==> src/rtl/gpi_core.sv <==
// General purpose input slot core: 2-FF synchronizer, per-bit debouncer,
// rising-edge flags (write-1-to-clear) and a masked level interrupt.
module gpi_core #(
  parameter int DATA_WIDTH = 16,
  parameter int DB_CYCLES  = 2_000_000
) (
  input  logic                  clk,
  input  logic                  reset,
  input  logic                  cs,
  input  logic                  read,
  input  logic                  write,
  input  logic [4:0]            reg_addr,
  input  logic [31:0]           wr_data,
  output logic [31:0]           rd_data,
  input  logic [DATA_WIDTH-1:0] data_in,
  output logic                  irq
);

  localparam int CW = (DB_CYCLES < 1) ? 1 : $clog2(DB_CYCLES + 1);
  localparam logic [CW-1:0] CNT_LAST = CW'(DB_CYCLES - 1);

  localparam logic [4:0] ADDR_DATA = 5'h00;
  localparam logic [4:0] ADDR_EDGE = 5'h01;
  localparam logic [4:0] ADDR_MASK = 5'h02;

  logic [DATA_WIDTH-1:0] sync1;
  logic [DATA_WIDTH-1:0] sync2;
  logic [DATA_WIDTH-1:0] db;
  logic [CW-1:0]         cnt [DATA_WIDTH];
  logic [DATA_WIDTH-1:0] accept;
  logic [DATA_WIDTH-1:0] rise;
  logic [DATA_WIDTH-1:0] edge_flag;
  logic [DATA_WIDTH-1:0] mask;
  logic                  wr_en;
  logic                  unused;

  // Reads have no side effects; upper write-data bits are don't-care.
  assign unused = ^{read, wr_data};
  assign wr_en  = cs && write;

  always_ff @(posedge clk or posedge reset) begin
    if (reset) begin
      sync1 <= '0;
      sync2 <= '0;
    end else begin
      sync1 <= data_in;
      sync2 <= sync1;
    end
  end

  // A bit is accepted on the cycle its counter has seen DB_CYCLES-1 prior differing cycles.
  always_comb begin
    accept = '0;
    rise   = '0;
    for (int i = 0; i < DATA_WIDTH; i++) begin
      accept[i] = (sync2[i] != db[i]) && (cnt[i] == CNT_LAST);
      rise[i]   = accept[i] && sync2[i];
    end
  end

  always_ff @(posedge clk or posedge reset) begin
    if (reset) begin
      db <= '0;
      for (int i = 0; i < DATA_WIDTH; i++) cnt[i] <= '0;
    end else begin
      for (int i = 0; i < DATA_WIDTH; i++) begin
        if (sync2[i] == db[i]) begin
          cnt[i] <= '0;
        end else if (accept[i]) begin
          db[i]  <= sync2[i];
          cnt[i] <= '0;
        end else begin
          cnt[i] <= cnt[i] + CW'(1);
        end
      end
    end
  end

  // A new rise wins over a simultaneous clear of the same bit.
  always_ff @(posedge clk or posedge reset) begin
    if (reset) begin
      edge_flag <= '0;
    end else if (wr_en && reg_addr == ADDR_EDGE) begin
      edge_flag <= (edge_flag & ~wr_data[DATA_WIDTH-1:0]) | rise;
    end else begin
      edge_flag <= edge_flag | rise;
    end
  end

  always_ff @(posedge clk or posedge reset) begin
    if (reset) begin
      mask <= '0;
    end else if (wr_en && reg_addr == ADDR_MASK) begin
      mask <= wr_data[DATA_WIDTH-1:0];
    end
  end

  always_comb begin
    rd_data = '0;
    case (reg_addr)
      ADDR_DATA: rd_data = 32'(db);
      ADDR_EDGE: rd_data = 32'(edge_flag);
      ADDR_MASK: rd_data = 32'(mask);
      default:   rd_data = '0;
    endcase
  end

  assign irq = |(edge_flag & mask);

endmodule
==> config.mk <==
export PLATFORM = sky130hd
export DESIGN_NAME = gpi_core
export DESIGN_NICKNAME = d
export VERILOG_FILES = /design/src/rtl/gpi_core.sv
export SDC_FILE = /design/constraint.sdc
export NUM_CORES = 1
export LEC_CHECK = 0
export ABC_AREA = 1
export CAP_MARGIN = 10
export CORE_MARGIN = 4
export CORE_UTILIZATION = 45
export CTS_CLUSTER_SIZE = 16
export DETAILED_ROUTE_END_ITERATION = 7
export RECOVER_POWER = 50
export SYNTH_ARGS = -nofsm -noshare
export SYNTH_HDL_FRONTEND = slang
export SYNTH_SLANG_ARGS = --single-unit
==> constraint.sdc <==
create_clock -name clk -period 15.1 [get_ports clk]
set_input_delay 3.775 -clock clk [delete_from_list [all_inputs] [get_ports clk]]
set_output_delay 3.775 -clock clk [all_outputs]
set_load 0.02 [all_outputs]
Word-level counts from Yosys, hierarchy flattened
Cells that the tools add are included.
{ "classes": {"add_sub_neg": 16, "eq_ne": 50, "n_mux": 34, "bitwise_logic": 21, "reduce_logical": 53} }
{ "op_table": {"columns": ["cell", "count"], "rows": [
  ["2-to-1 mux 21 bit", 32],
  ["adder 21 x 1 -> 21 bit, second input constant", 16],
  ["equality test 21 bit, second input constant", 16],
  ["one-hot mux 16 bit (3 select lines)", 1],
  ["logical AND 1 bit", 35],
  ["AND 16 bit", 2],
  ["OR 16 bit", 2],
  ["AND reduction 2 bit", 16],
  ["equality test 1 bit", 16],
  ["2-to-1 mux 16 bit", 1],
  ["!= test 1 bit", 16],
  ["inverter 1 bit", 16],
  ["inverter 16 bit", 1],
  ["OR reduction 16 bit", 1],
  ["equality test 5 x 1 -> 1 bit, second input constant", 1],
  ["equality test 5 x 2 -> 1 bit, second input constant", 1],
  ["zero test 5 bit", 1]
]} }
{ "totals": {"reg_bits": 416, "wordCells": 210} }

Logic depth before layout (Yosys ltp)
Gate-level depths: netlist of the first run.
{ "logic_depth": {"depth_word": 5, "mapped_depth": 9, "mapped_depth_nobuf": 9} }

Worst setup path after synthesis of the first run
OpenSTA, ideal clock, no wires.
{ "synth_timing": {"path_type": "in2out", "from": "input reg_addr[3]", "to": "output rd_data[0]", "t_arrival_ns": 4.728, "required_time_ns": 11.325, "setup_slack_ns": 6.597, "stages": 4, "n_path_buf": 1, "path_cell_list": "nor2_2 > nand3_1 > clkbuf_1 > o221ai_1"} }
{ "synth_via": {"elab_chain_len": 2, "elab_cells_between_ends": 4, "classes_between": "eq/ne: 2; mux: 1; reduce/logical: 1"} }
{ "synth_rtl": {"columns": ["element", "line", "source"], "rows": [
  ["start: declaration", "12", "input logic [4:0] reg_addr,"],
  ["equality test 5 x 2 -> 1 bit, or another cell as far along", "100", "case (reg_addr)"],
  ["one-hot mux 16 bit (3 select lines) *", "100", null],
  ["end: declaration", "14", "output logic [31:0] rd_data,"]
]} }
Mark *: on every way between the ends. The rest lies on a longest branch, timed or not.

Worst setup path after layout of the first run
{ "layout_timing": {"from": "input reg_addr[1]", "to": "output rd_data[0]"} }
The elaborated chain is that of the path after synthesis.

==> results.sh, run 1 <==
export IMPL_rsz0062_at_grt="false"
export IMPL_core_sq_um=51300
export IMPL_synth_edf_count=0
export IMPL_setup_viol=0
export IMPL_rr_worst_depth=6
export IMPL_overflow=0
export IMPL_fin_worst_skew_ns=0.0153
export IMPL_start_kind="input port"
export IMPL_avgRoutedWirePerCell_microns=12.7
export IMPL_finish_net_count=3473
export IMPL_async_flop_share_pct=100
export IMPL_ant_nets=0
export IMPL_cp_max_fo=16
export IMPL_crit_path_end_kind="output pin"
export IMPL_avgSynthCellArea_sq_um=7.06
export IMPL_portBuffers=57
export IMPL_worst_pin_slew_ns=3.15
export IMPL_io_pins=91
export IMPL_p_per_area_nw_per_um2=96.2
export IMPL_rr_endpoint="cnt[123]"
export IMPL_worstPathArrival_ns=6.51
export IMPL_grt_max_degree=156
export IMPL_fmax_mhz=97.2
export IMPL_cts_setup_buffers=0
export IMPL_num_antenna_cells=0
export IMPL_clkLatencyLatePin_ns=0.58
export IMPL_max_slew_margin_rel_pct=-110
export IMPL_ys_ff_latch=416
export IMPL_startpoint="reg_addr[1]"
export IMPL_grt_pass1_wl_microns=91000
export IMPL_violations="max-capacitance violations, max-slew violations"
export IMPL_cts_buffers=48
export IMPL_cts_resized_gates=0
export IMPL_synthFlopType="dfrtp_1"
export IMPL_min_from="sync1[13]"
export IMPL_clk_pin_slew_ns=0.06
export IMPL_reg2reg_from="db[10]"
export IMPL_gp_congestion=0.864
export IMPL_status="finished with violations"
export IMPL_cts_sinks=416
export IMPL_syn_area_sq_um=23300
export IMPL_routed_via_density=4.82
export IMPL_maxCapViolCount=1
export IMPL_finalCritPeriodShare_pct=68.1
export IMPL_holdWs_ns=0.345
export IMPL_clk_path_buf_depth=3
export IMPL_cts_tree="yes"
export IMPL_ys_warn_count=0
export IMPL_rows=83
export IMPL_drc_errors=0
export IMPL_hp_class="register to register"
export IMPL_vias=19900
export IMPL_hold_buffers=0
export IMPL_drv_slew=57
export IMPL_drt_first_pass_iters=5
export IMPL_finalHoldViolations=0
export IMPL_area_growth_pct=12.4
export IMPL_place_area_sq_um=24700
export IMPL_fin_area_sq_um=26200
export IMPL_ys_types=35
export IMPL_drive_above_1_share_pct=3.43
export IMPL_initial_core_util_pct=45.4
export IMPL_antenna_found_initial=0
export IMPL_die_x_microns=235
export IMPL_worstSetupPathType="input port to output pin"
export IMPL_fill_cells=5105
export IMPL_die_h_microns=235
export IMPL_hold_path_depth=0
export IMPL_finalSetupTns_ns=0
export IMPL_fp_dieArea_sq_um=55500
export IMPL_cts_root_buf="clkbuf_16"
export IMPL_rrSetupSlack_ns=12.52
export IMPL_wirelength_microns=52300
export IMPL_synth_cells=3297
export IMPL_ys_seq_area_share_pct=44.7
export IMPL_ir_drop_uv=77.0
export IMPL_leakage_nw=12.3
export IMPL_worstPathRequired_ns=11.32
export IMPL_min_period_ns=10.28
export IMPL_whs_endpoint="sync2[13]"
export IMPL_place_hpwl_microns=37500
export IMPL_grt_pass1_vias=19300
export IMPL_first_iter_violations=1301
export IMPL_final_core_util_pct=51.0
export IMPL_h_tree_depth=2
export IMPL_grt_usage_pct=19.0
[cell usage in the layout, fill, tap and decap left out, drive strengths merged]
cell,synthesis,routed
dlygate4sd3,0,17
inv,484,482
clkdlybuf4s50,0,40
dfrtp,416,416
nor2,738,738
clkbuf,7,67
buf,24,10
nand3,280,280
nor3,16,16
nand3b,27,27
clkinvlp,0,6
nand2,974,974
or2,2,2
xor2,121,121
a22o,1,1
conb,1,16
ha,16,16
bufinv,0,8
a21oi,18,18
clkinv,5,15
xnor2,25,25
o21ai,61,61
o21bai,16,16
nor3b,22,22
nor2b,3,3
nand4,23,23
and2,1,1
o221ai,16,16
[power breakdown]
group          internal [mW]  switching [mW]
logic                 0.0345          0.0837
clock network          0.763           0.469
registers               1.14          0.0236
total                   1.94           0.577
[logic make-up after synthesis]
logic type               after synthesis  share of synthesized area, %
XOR/XNOR                             146                          5.76
other                                  1                        0.0161
buffers and inverters                520                          8.73
flip-flops                           416                          44.7
AO/OA/AOI/OAI                        112                          2.85
AND/OR/NAND/NOR                     2086                          37.1
adder cells (fa/ha/maj)               16                         0.860
[synth_stat cells (18+ instances only)]
master	n	area, sq um
nor2_2	36	225
nor2_1	696	2610
xnor2_1	25	219
nand3b_1	27	203
o21ai_1	33	165
o21ai_0	28	140
xor2_1	117	1020
nand3_1	280	1400
inv_2	18	67.6
nor3b_1	22	165
dfrtp_1	416	10400
nand2_1	961	3610
nand4_1	22	138
inv_1	462	1730
a21oi_1	18	90.1
[final cells by class]
class	instances	area, sq um	share of cell area [%]
Tap cell	680	851	3.25
Multi-Input combinational cell	2376	10700	41.0
Clock buffer	66	1350	5.16
Timing Repair Buffer	68	662	2.53
Clock inverter	22	328	1.25
Sequential cell	416	10400	39.8
Inverter	489	1840	7.05
[worst max-delay path by stage]
stage | cells after the start | to | slack [ns]
2_1_floorplan | 1 | cnt[0] | 5.72
3_3_place_gp | 7 | rd_data[8] | 4.84
3_5_place_dp | 7 | rd_data[8] | 4.85
4_1_cts | 7 | rd_data[8] | 4.84
5_1_grt | 7 | rd_data[5] | 4.70
6_report | 7 | rd_data[0] | 4.82
[stage by stage]
| stage | std cells | worst slack [ns] | total power [mW] |
|---|---|---|---|
| floorplan | 3312 | 5.72 | 1.26 |
| global placement | 4029 | 4.84 | 1.31 |
| detailed placement | 4029 | 4.85 | 1.31 |
| CTS | 4117 | 4.84 | 2.57 |
| global route | 4117 | 4.70 | 2.63 |
| finish | 4117 | 4.82 | 2.52 |
[critical path, stage by stage]
cell	delay [ns]
clkdlybuf4s50_1	0.44
nor2_1	0.15
nand2_1	0.13
nor2_2	0.98
nand2_1	0.11
o221ai_1	0.21
clkdlybuf4s50_1	0.70
[state kept, by name (all words and copies together), names as in the netlist]
name	flops
cnt	336
db	16
edge_flag	16
mask	16
sync1	16
sync2	16
[routing by layer]
metal	part of all wire, %	GRT usage [%]
met1	48	26.3
met5	0	0
met3	3.8	2.85
met4	2.8	5.78
met2	45	31.1
Power figures use the tool's default switching activity.
==> inputs of run 2 (changes only) <==
==> constraint.sdc (replaced) <==
create_clock -name clk -period 9.51 [get_ports clk]
set_input_delay 2.3775 -clock clk [delete_from_list [all_inputs] [get_ports clk]]
set_output_delay 2.3775 -clock clk [all_outputs]
set_load 0.02 [all_outputs]
==> results.sh, run 2 (synthesis results as in run 1) <==
export IMPL_status="finished with violations"
export IMPL_violations="max-capacitance violations, max-slew violations"
export IMPL_min_from="sync1[4]"
export IMPL_cpMaxStageDelayCell="nand3_1"
export IMPL_critPathTopFamily="buffers and inverters"
export IMPL_cts_setup_buffers=0
export IMPL_final_cell_mix="974 x nand2_1, 725 x nor2_1, 468 x inv_1, 416 x dfrtp_1, 280 x nand3_1"
export IMPL_worst_pin_slew_ns=1.58
export IMPL_die_h_microns=235
export IMPL_path_cells="clkdlybuf4s50_1 -> nor2_1 -> nand3_1 -> o221ai_1 -> clkdlybuf4s50_1"
export IMPL_finalHoldViolations=0
export IMPL_ir_drop_uv=140
export IMPL_avgRoutedWirePerCell_microns=12.7
export IMPL_crit_path_end_kind="output pin"
export IMPL_clkLatencyLatePin_ns=0.57
export IMPL_worstSetupPathType="input port to output pin"
export IMPL_io_pins=91
export IMPL_clk_path_buf_depth=3
export IMPL_dp_cells=4027
export IMPL_num_antenna_cells=0
export IMPL_critical_path_buf_inv_count=2
export IMPL_place_hpwl_microns=37600
export IMPL_antenna_found_initial=0
export IMPL_cts_root_buf="clkbuf_16"
export IMPL_reg2reg_from="db[10]"
export IMPL_rsz0062_at_grt="false"
export IMPL_final_common_cell="nand2_1"
export IMPL_p_total_mw=4.00
export IMPL_hold_path_depth=0
export IMPL_overflow=0
export IMPL_cts_buffers=49
export IMPL_portBuffers=57
export IMPL_rrSetupSlack_ns=6.95
export IMPL_routed_via_density=4.83
export IMPL_fp_dieArea_sq_um=55500
export IMPL_whs_endpoint="sync2[4]"
export IMPL_max_slew_margin_rel_pct=-6.02
export IMPL_leakage_nw=12.3
export IMPL_initial_core_util_pct=45.4
export IMPL_cp_slowest_stage_delay_ns=0.76
export IMPL_drt_first_pass_iters=8
export IMPL_clk_pin_slew_ns=0.06
export IMPL_grt_pass1_vias=19200
export IMPL_worstPathRequired_ns=7.13
export IMPL_cp_max_fo=16
export IMPL_hold_buffers=0
export IMPL_largest_reg_flops=336
export IMPL_h_tree_depth=2
export IMPL_worstPathArrival_ns=5.16
export IMPL_finalSetupTns_ns=0
export IMPL_cts_resized_gates=0
export IMPL_vias=19900
export IMPL_cpMostUsedCell="clkdlybuf4s50_1"
export IMPL_start_kind="input port"
export IMPL_stdcell_count=4114
export IMPL_fill_cells=5144
export IMPL_drv_slew=33
export IMPL_fin_worst_skew_ns=0.0114
export IMPL_drive_above_1_share_pct=3.55
export IMPL_rr_worst_depth=6
export IMPL_fmax_mhz=133
export IMPL_cts_tree="yes"
export IMPL_finish_net_count=3472
export IMPL_maxCapViolCount=1
export IMPL_core_sq_um=51300
export IMPL_rr_endpoint="cnt[120]"
export IMPL_first_iter_violations=1366
export IMPL_grt_max_degree=140
export IMPL_drc_errors=0
export IMPL_ant_nets=0
export IMPL_hp_class="register to register"
export IMPL_setup_viol=0
export IMPL_finalCritPeriodShare_pct=79.3
export IMPL_die_x_microns=235
export IMPL_rows=83
export IMPL_cts_sinks=416
export IMPL_grt_pass1_wl_microns=90200
export IMPL_regMostFlops="cnt"
export IMPL_min_period_ns=7.54
export IMPL_gp_congestion=0.889
export IMPL_grt_usage_pct=18.8
export IMPL_area_growth_pct=12.4
export IMPL_wirelength_microns=52100
export IMPL_p_per_area_nw_per_um2=153
==> run 2: changes by cell type in the layout (fill, tap and decap cells not counted), sizes merged <==
cell / delta
clkinvlp: +1
inv: -3
clkinv: +6
buf: -1
clkbuf: -6
==> run 2: through the flow <==
| step | cell area (sq um) | setup WS, ns | hold slack (ns) | utilization [%] |
|---|---|---|---|---|
| floorplan | 23300 | 1.52 | 0.331 | - |
| global placement | 24700 | 1.98 | 0.336 | 48.1 |
| detailed placement | 24700 | 2.01 | 0.336 | 48.1 |
| CTS | 26400 | 2.01 | 0.351 | 51.4 |
| global route | 26200 | 1.84 | 0.354 | 51.0 |
| finish | 26200 | 1.97 | 0.349 | 51.0 |
==> run 2: worst max path at each step <==
stage / startpoint / end / slack (ns) / depth (start not counted)
after detailed placement: reg_addr[1] / rd_data[5] / 2.01 / 5
after CTS: reg_addr[1] / rd_data[5] / 2.01 / 5
after global routing: reg_addr[1] / rd_data[5] / 1.84 / 5
after global placement: reg_addr[1] / rd_data[15] / 1.98 / 5
after floorplan: reset / cnt[0] / 1.52 / 1
final: reg_addr[1] / rd_data[5] / 1.97 / 5
==> run 2: layer usage <==
| layer | wire length [microns] | global-route usage (%) |
|---|---|---|
| met3 | 2270 | 2.80 |
| met4 | 1100 | 5.27 |
| met2 | 23700 | 31.2 |
| met5 | 0 | 0 |
| met1 | 25000 | 25.9 |
==> run 2: layout make-up <==
cell class,count,area (sq um),share of cell area (%)
Multi-Input combinational cell,2376,10700,41.0
Clock inverter,26,339,1.30
Sequential cell,416,10400,39.8
Tap cell,680,851,3.25
Timing Repair Buffer,66,663,2.53
Clock buffer,61,1340,5.13
Inverter,489,1840,7.04
==> run 2: where the power goes <==
part	internal, mW	leakage (nW)	switching, mW
clock network	1.21	0.836	0.749
logic	0.0549	5.92	0.132
registers	1.82	5.58	0.0374
